<file path="config.mk">
export PLATFORM = sky130hd
export DESIGN_NAME = vx_alu_writeback_flat
export DESIGN_NICKNAME = d
export VERILOG_FILES = /design/src/rtl/vx_alu_writeback_if.sv /design/src/rtl/vx_alu_writeback.sv /design/src/flat_wrapper.sv
export SDC_FILE = /design/constraint.sdc
export NUM_CORES = 1
export LEC_CHECK = 0
export ABC_AREA = 1
export BUFFER_PORTS_ARGS = -buffer_cell sky130_fd_sc_hd__buf_2
export CAP_MARGIN = 10
export CORE_MARGIN = 3
export CORE_UTILIZATION = 30
export DETAILED_ROUTE_END_ITERATION = 8
export PLACE_DENSITY = 0.67
export SLEW_MARGIN = 20
export SYNTH_ARGS = -nofsm -noshare
export SYNTH_HDL_FRONTEND = slang
export SYNTH_SLANG_ARGS = --single-unit
</file>
<file path="constraint.sdc">
create_clock -name clk -period 6.7 [get_ports clk]
set_input_delay 1.005 -clock clk [delete_from_list [all_inputs] [get_ports clk]]
set_output_delay 1.005 -clock clk [all_outputs]
set_load 0.005 [all_outputs]
</file>
<file path="src/rtl/vx_alu_writeback_if.sv">
// Bus bundles for the ALU writeback block: the commit channel from execute
// and the register-file write channel toward the write arbiter.

interface vx_commit_if #(
    parameter int NUM_THREADS = 4,
    parameter int NW_BITS     = 2,
    parameter int NR_BITS     = 5,
    parameter int UUID_BITS   = 44
);
    logic                      valid;
    logic                      ready;
    logic [UUID_BITS-1:0]      uuid;
    logic [NW_BITS-1:0]        wid;
    logic [NUM_THREADS-1:0]    tmask;
    logic [31:0]               pc;
    logic [NR_BITS-1:0]        rd;
    logic                      wb;
    logic                      eop;
    logic [NUM_THREADS*32-1:0] data;

    modport master (output valid, uuid, wid, tmask, pc, rd, wb, eop, data, input ready);
    modport slave  (input valid, uuid, wid, tmask, pc, rd, wb, eop, data, output ready);
endinterface

interface vx_wb_if #(
    parameter int NUM_THREADS = 4,
    parameter int NW_BITS     = 2,
    parameter int NR_BITS     = 5
);
    logic                      valid;
    logic                      ready;
    logic [NW_BITS-1:0]        wid;
    logic [NR_BITS-1:0]        rd;
    logic [NUM_THREADS-1:0]    tmask;
    logic [NUM_THREADS*32-1:0] data;

    modport master (output valid, wid, rd, tmask, data, input ready);
    modport slave  (input valid, wid, rd, tmask, data, output ready);
endinterface

</file>
<file path="src/rtl/vx_alu_writeback.sv">
// ALU commit receiver: in-order FIFO feeding the register-file write port,
// with registered scoreboard-release and retire pulses. Define ALU_WB_PERF_EN for perf counters.

module vx_alu_writeback #(
    parameter int NUM_THREADS = 4,
    parameter int NW_BITS     = 2,
    parameter int NR_BITS     = 5,
    parameter int UUID_BITS   = 44,
    parameter int DEPTH       = 2,
    localparam int CNT_W      = $clog2(NUM_THREADS) + 1
) (
    input  logic               clk,
    input  logic               reset_n,
    vx_commit_if.slave         commit,
    vx_wb_if.master            rf_wr,
    output logic               release_valid,
    output logic [NW_BITS-1:0] release_wid,
    output logic [NR_BITS-1:0] release_rd,
    output logic               retire_valid,
    output logic [NW_BITS-1:0] retire_wid,
    output logic [CNT_W-1:0]   retire_count,
    output logic [63:0]        perf_commits,
    output logic [63:0]        perf_stalls
);

    localparam int AW    = $clog2(DEPTH);
    localparam int PTR_W = AW + 1;

    typedef struct packed {
        logic [NW_BITS-1:0]        wid;
        logic [NR_BITS-1:0]        rd;
        logic [NUM_THREADS-1:0]    tmask;
        logic                      wb;
        logic                      eop;
        logic [NUM_THREADS*32-1:0] data;
    } entry_t;

    entry_t           mem [DEPTH];
    entry_t           head;
    entry_t           incoming;
    logic [PTR_W-1:0] wr_ptr;
    logic [PTR_W-1:0] rd_ptr;
    logic             full;
    logic             empty;
    logic             push;
    logic             pop;
    logic             head_eff_wb;
    logic [CNT_W-1:0] head_count;

    // Trace id and PC are carried on the bus for debug only; nothing downstream needs them.
    logic unused_trace;
    assign unused_trace = &{1'b0, commit.uuid, commit.pc};

    // Wrap bit differs with equal index bits when the buffer is full.
    assign empty = (wr_ptr == rd_ptr);
    assign full  = (wr_ptr[AW] != rd_ptr[AW]) && (wr_ptr[AW-1:0] == rd_ptr[AW-1:0]);

    assign commit.ready = !full;
    assign push         = commit.valid && !full;

    assign incoming = '{
        wid:   commit.wid,
        rd:    commit.rd,
        tmask: commit.tmask,
        wb:    commit.wb,
        eop:   commit.eop,
        data:  commit.data
    };

    assign head        = mem[rd_ptr[AW-1:0]];
    assign head_eff_wb = head.wb && (head.rd != '0);

    // Heads that need no register write drain on their own; others wait for the arbiter.
    assign pop = !empty && (!head_eff_wb || rf_wr.ready);

    assign rf_wr.valid = !empty && head_eff_wb;
    assign rf_wr.wid   = head.wid;
    assign rf_wr.rd    = head.rd;
    assign rf_wr.tmask = head.tmask;
    assign rf_wr.data  = head.data;

    // NOTE: every variable driven in always_comb gets a default first so no latch is inferred.
    always_comb begin
        head_count = '0;
        for (int i = 0; i < NUM_THREADS; i++) begin
            head_count = head_count + CNT_W'(head.tmask[i]);
        end
    end

    // NOTE: payload storage has no reset; the pointers alone decide which entries are live.
    always_ff @(posedge clk) begin
        if (push) begin
            mem[wr_ptr[AW-1:0]] <= incoming;
        end
    end

    // NOTE: state uses non-blocking assignments so every flop samples pre-edge values.
    always_ff @(posedge clk or negedge reset_n) begin
        if (!reset_n) begin
            wr_ptr <= '0;
            rd_ptr <= '0;
        end else begin
            if (push) begin
                wr_ptr <= wr_ptr + PTR_W'(1);
            end
            if (pop) begin
                rd_ptr <= rd_ptr + PTR_W'(1);
            end
        end
    end

    // Release covers x0 writes too, so the scoreboard entry the issue side set is always freed.
    always_ff @(posedge clk or negedge reset_n) begin
        if (!reset_n) begin
            release_valid <= 1'b0;
            release_wid   <= '0;
            release_rd    <= '0;
            retire_valid  <= 1'b0;
            retire_wid    <= '0;
            retire_count  <= '0;
        end else begin
            release_valid <= pop && head.wb;
            retire_valid  <= pop && head.eop;
            if (pop) begin
                release_wid  <= head.wid;
                release_rd   <= head.rd;
                retire_wid   <= head.wid;
                retire_count <= head_count;
            end
        end
    end

`ifdef ALU_WB_PERF_EN
    logic [63:0] commits_q;
    logic [63:0] stalls_q;

    always_ff @(posedge clk or negedge reset_n) begin
        if (!reset_n) begin
            commits_q <= '0;
            stalls_q  <= '0;
        end else begin
            if (push) begin
                commits_q <= commits_q + 64'd1;
            end
            if (rf_wr.valid && !rf_wr.ready) begin
                stalls_q <= stalls_q + 64'd1;
            end
        end
    end

    assign perf_commits = commits_q;
    assign perf_stalls  = stalls_q;
`else
    assign perf_commits = '0;
    assign perf_stalls  = '0;
`endif

endmodule

</file>
<file path="src/flat_wrapper.sv">
// flat-port wrapper written by rule: the top's interface ports become plain ports
module vx_alu_writeback_flat 
#(
    parameter int NUM_THREADS = 4,
    parameter int NW_BITS     = 2,
    parameter int NR_BITS     = 5,
    parameter int UUID_BITS   = 44,
    parameter int DEPTH       = 2,
    localparam int CNT_W      = $clog2(NUM_THREADS) + 1
)
  (clk, reset_n, release_valid, release_wid, release_rd, retire_valid, retire_wid, retire_count, perf_commits, perf_stalls, commit_valid, commit_uuid, commit_wid, commit_tmask, commit_pc, commit_rd, commit_wb, commit_eop, commit_data, commit_ready, rf_wr_valid, rf_wr_wid, rf_wr_rd, rf_wr_tmask, rf_wr_data, rf_wr_ready);
  vx_commit_if #(.NUM_THREADS(NUM_THREADS), .NW_BITS(NW_BITS), .NR_BITS(NR_BITS), .UUID_BITS(UUID_BITS)) commit_i ();
  vx_wb_if #(.NUM_THREADS(NUM_THREADS), .NW_BITS(NW_BITS), .NR_BITS(NR_BITS)) rf_wr_i ();
  input  logic clk;
  input  logic reset_n;
  output logic release_valid;
  output logic [NW_BITS-1:0] release_wid;
  output logic [NR_BITS-1:0] release_rd;
  output logic retire_valid;
  output logic [NW_BITS-1:0] retire_wid;
  output logic [CNT_W-1:0] retire_count;
  output logic [63:0] perf_commits;
  output logic [63:0] perf_stalls;
  input wire logic [$bits(commit_i.valid)-1:0] commit_valid;
  input wire logic [$bits(commit_i.uuid)-1:0] commit_uuid;
  input wire logic [$bits(commit_i.wid)-1:0] commit_wid;
  input wire logic [$bits(commit_i.tmask)-1:0] commit_tmask;
  input wire logic [$bits(commit_i.pc)-1:0] commit_pc;
  input wire logic [$bits(commit_i.rd)-1:0] commit_rd;
  input wire logic [$bits(commit_i.wb)-1:0] commit_wb;
  input wire logic [$bits(commit_i.eop)-1:0] commit_eop;
  input wire logic [$bits(commit_i.data)-1:0] commit_data;
  output wire logic [$bits(commit_i.ready)-1:0] commit_ready;
  output wire logic [$bits(rf_wr_i.valid)-1:0] rf_wr_valid;
  output wire logic [$bits(rf_wr_i.wid)-1:0] rf_wr_wid;
  output wire logic [$bits(rf_wr_i.rd)-1:0] rf_wr_rd;
  output wire logic [$bits(rf_wr_i.tmask)-1:0] rf_wr_tmask;
  output wire logic [$bits(rf_wr_i.data)-1:0] rf_wr_data;
  input wire logic [$bits(rf_wr_i.ready)-1:0] rf_wr_ready;
  assign commit_i.valid = commit_valid;
  assign commit_i.uuid = commit_uuid;
  assign commit_i.wid = commit_wid;
  assign commit_i.tmask = commit_tmask;
  assign commit_i.pc = commit_pc;
  assign commit_i.rd = commit_rd;
  assign commit_i.wb = commit_wb;
  assign commit_i.eop = commit_eop;
  assign commit_i.data = commit_data;
  assign commit_ready = commit_i.ready;
  assign rf_wr_valid = rf_wr_i.valid;
  assign rf_wr_wid = rf_wr_i.wid;
  assign rf_wr_rd = rf_wr_i.rd;
  assign rf_wr_tmask = rf_wr_i.tmask;
  assign rf_wr_data = rf_wr_i.data;
  assign rf_wr_i.ready = rf_wr_ready;
  vx_alu_writeback #(.NUM_THREADS(NUM_THREADS), .NW_BITS(NW_BITS), .NR_BITS(NR_BITS), .UUID_BITS(UUID_BITS), .DEPTH(DEPTH)) u_core (.clk(clk), .reset_n(reset_n), .commit(commit_i), .rf_wr(rf_wr_i), .release_valid(release_valid), .release_wid(release_wid), .release_rd(release_rd), .retire_valid(retire_valid), .retire_wid(retire_wid), .retire_count(retire_count), .perf_commits(perf_commits), .perf_stalls(perf_stalls));
endmodule
</file>
==> run summary <==
Status -> finished clean
Path category of the worst min-delay check -> primary input to asynchronous set/reset pin
Cell type contributing the most total cell area after synthesis -> sky130_fd_sc_hd__edfxtp_1
Number of synthesized register bits -> 298
Number of enable-type register cells in the synthesized netlist -> 282
Leakage power summed over all cells -> 6.44 nW
Overflow left after global routing -> 0
Pins Over Slew Limit -> 0
Number of buffer cells added on primary ports -> 299
Switching portion of total power -> 34.0%
Row count -> 72
Crit start category -> flop
Die Outline Area -> 42,300 um^2
Clock H-tree levels -> 2
Peak VDD IR -> 470 uV
Worst setup EP type -> output pin
Max Root-Sink Buffers -> 3
Number of design rule violations left after detail routing -> 0
Vias in the first global route -> 7,095
Max FO, Critical Path -> 51
Yosys synthesis warning count -> 0
Cell Pwr Density -> 467 nW/um^2
Post-synth design cell area -> 11,900 um^2
Proportion of power drawn by combinational gates -> 31.6%
Post-CTS clock slew at the launch and capture registers of the worst setup and hold paths -> 0.05 ns
Via-to-Cell Ratio -> 4.10
CTS Buf Count -> 34
Worst-skew pair later-pin latency -> 0.53 ns
Largest net degree at the start of global routing -> 144
Setup total negative slack -> 0 ns
Most used flip-flop cell after synthesis -> sky130_fd_sc_hd__edfxtp_1
Std-Cell Core Area -> 39,000 um^2
Clock tree skew after final layout -> 0.0141 ns
Number of failing hold endpoints at the final stage -> 0
Type of the setup path with the least slack -> flop to output pin
Number of sinks handled by clock tree synthesis -> 298
Mux contribution to synthesized area -> 0.0838%
First-pass GRT wire length -> 39,300 um
Final net count -> 1,476
Worst slew margin relative to its limit -> 21.0%
Pre-Repair DR Iteration Count -> 5
Arithmetic-cell share of the synthesized area counting full adders, half adders and majority gates -> 0.377%
Instance count of the mapped netlist -> 948
CTS hold repair buffers -> 0
Slew @ Worst Pin -> 1.19 ns
Cell area after placement -> 13,500 um^2
Synth async-reset ratio -> 5.37%
Total global routing track utilization -> 12.1%
Die H -> 206 um
Max-cap violation count -> 0
Xor and xnor area share after synthesis -> 0.293%
Dominant combinational cell family by area after synthesis -> simple AND/OR/NAND/NOR gates
Register-to-register path setup slack -> 3.99 ns
Most used standard cell by instance count after synthesis -> sky130_fd_sc_hd__nand2_1
Sequential-to-total area share from yosys stat -> 74.2%
Post-synthesis compound-gate area fraction -> 0.126%
Area Overhead vs Synth -> 22.1%
Master cell of the clock root buffer -> sky130_fd_sc_hd__clkbuf_16
Average wire per standard cell -> 14.8 um
Initial antenna violation count -> 8
Synth top area share -> 70.9%
Average size of a mapped cell -> 12.6 um^2
Finish-stage setup viols -> 0
Number of top-level pins -> 504
Initial standard-cell utilization of the core -> 30.6%
Most common library cells after synthesis -> sky130_fd_sc_hd__nand2_1, sky130_fd_sc_hd__edfxtp_1, sky130_fd_sc_hd__buf_4
Sequential group share of total power -> 42.6%
Required time at the worst-slack endpoint -> 5.69 ns
Netlist cell types -> 26
Max frequency -> 270 MHz
Post-CTS resize count -> 0
Switch Pwr -> 2.32 mW
Share of cells above drive strength 1 -> 28.1%
Clock Power Share -> 25.8%
DRT iter0 DRCs -> 315
Design Area, Final -> 14,600 um^2
Setup repair after global routing missed its margin -> no
Antenna-violating nets left -> 0
Simple logic cell fraction of the synthesized area -> 15.1%
Arrival time reported for the critical path endpoint -> 2.70 ns
Int Pwr -> 4.50 mW
CTS tree -> built
Routability cong. -> 0.729
Post-CTS setup buffer count -> 0
Clock period minus final worst setup slack -> 3.70 ns
Total vias in the final route -> 7,359
Leading post-synthesis cells by cell area -> sky130_fd_sc_hd__edfxtp_1, sky130_fd_sc_hd__nand2_1, sky130_fd_sc_hd__buf_4
Post-Route WL -> 26,600 um
Total half-perimeter wirelength after legalization and detailed placement -> 17,200 um
Chip width -> 206 um
Final period util -> 55.3%
## through the flow
stage	util, %	cells	setup slack [ns]	hold WS (ns)	power [mW]
2_1_floorplan	-	1075	1.45	0.461	4.21
6_report	37.4	1796	3.00	0.393	6.82
3_5_place_dp	34.7	1734	3.41	0.459	5.16
5_1_grt	37.4	1794	2.75	0.393	7.29
3_3_place_gp	34.7	1734	3.39	0.455	5.12
4_1_cts	37.4	1790	2.82	0.358	6.96
## worst max-delay path, cell delays in order (launching register included)
cell                      delay [ns]
sky130_fd_sc_hd__dfrtp_4        0.66
sky130_fd_sc_hd__inv_4          0.54
sky130_fd_sc_hd__buf_4          0.56
sky130_fd_sc_hd__nand2_1        0.10
sky130_fd_sc_hd__nand2_1        0.08
sky130_fd_sc_hd__buf_2          0.12
## area by class of cell
class	instances	area (um^2)
fillers	3768	24400
well taps	518	648
inverters	8	32.5
repair buffers	305	1570
diodes	6	15.0
multi-input cells	605	2400
flip-flops and latches	298	8870
clock buffers	39	870
clock inverters	17	184
## per-layer routing
metal  global-route usage, %  routed length [um]  vias up
met2                    21.1               13600      340
met5                       0                  36        -
met3                    3.84                2330       60
met4                    6.47                1050        6
met1                    13.1                9640     3447
li1                        -                   -     3506
## final timing paths
| kind | start | cells past startpoint | end |
|---|---|---|---|
| worst min register to register | u_core.release_rd[1] | 2 | u_core.release_rd[1] |
| worst min-delay path | reset_n | 1 | u_core.release_wid[0] |
| worst max register to register | u_core.rd_ptr[0] | 8 | u_core.retire_count[1] |
| min in group clk | u_core.release_rd[1] | 2 | u_core.release_rd[1] |
| max in group asynchronous | reset_n | 1 | u_core.rd_ptr[0] |
| worst max-delay path | u_core.rd_ptr[0] | 5 | rf_wr_data[63] |
## power by group through the flow
stage                     Clock, mW  Sequential, mW  Combinational, mW
final                          1.76            2.90               2.15
after global routing           1.89            2.95               2.44
after CTS                      1.83            2.90               2.23
after detailed placement          0            2.94               2.22
after global placement            0            2.91               2.21
after floorplan                   0            2.93               1.27
## flip-flops by register name (all words and copies together) (netlist names)
name / count
u_core.rd_ptr: 2
u_core.wr_ptr: 2
u_core.release_rd: 5
u_core.retire_count: 3
u_core.mem: 282
u_core.retire_valid: 1
u_core.release_valid: 1
u_core.release_wid: 2
## cells by family (layout without fill, tap and decap cells)
logic type,count (synthesis),after routing
adder cells (fa/ha/maj),3,3
XOR/XNOR,4,4
AO/OA/AOI/OAI,3,3
multiplexers,1,1
buffers and inverters,172,369
flip-flops,298,298
other,1,134
AND/OR/NAND/NOR,466,466
## cells in the final DEF (no fill, tap or decap), drive strengths merged
| cell | Yosys | routed |
|---|---|---|
| xnor2 | 1 | 1 |
| ha | 2 | 2 |
| buf | 155 | 305 |
| diode | 0 | 6 |
| o21ai | 2 | 2 |
| edfxtp | 282 | 282 |
| inv | 8 | 10 |
| nand3 | 14 | 14 |
| bufinv | 0 | 3 |
| nor2 | 7 | 7 |
| a21oi | 1 | 1 |
| mux2i | 1 | 1 |
| xor2 | 3 | 3 |
| fa | 1 | 1 |
| dfrtp | 16 | 16 |
| clkinv | 0 | 12 |
| conb | 1 | 128 |
| clkbuf | 9 | 39 |
| and3 | 1 | 1 |
| nand2 | 444 | 444 |
No activity file was read; power rests on OpenSTA's default activity.
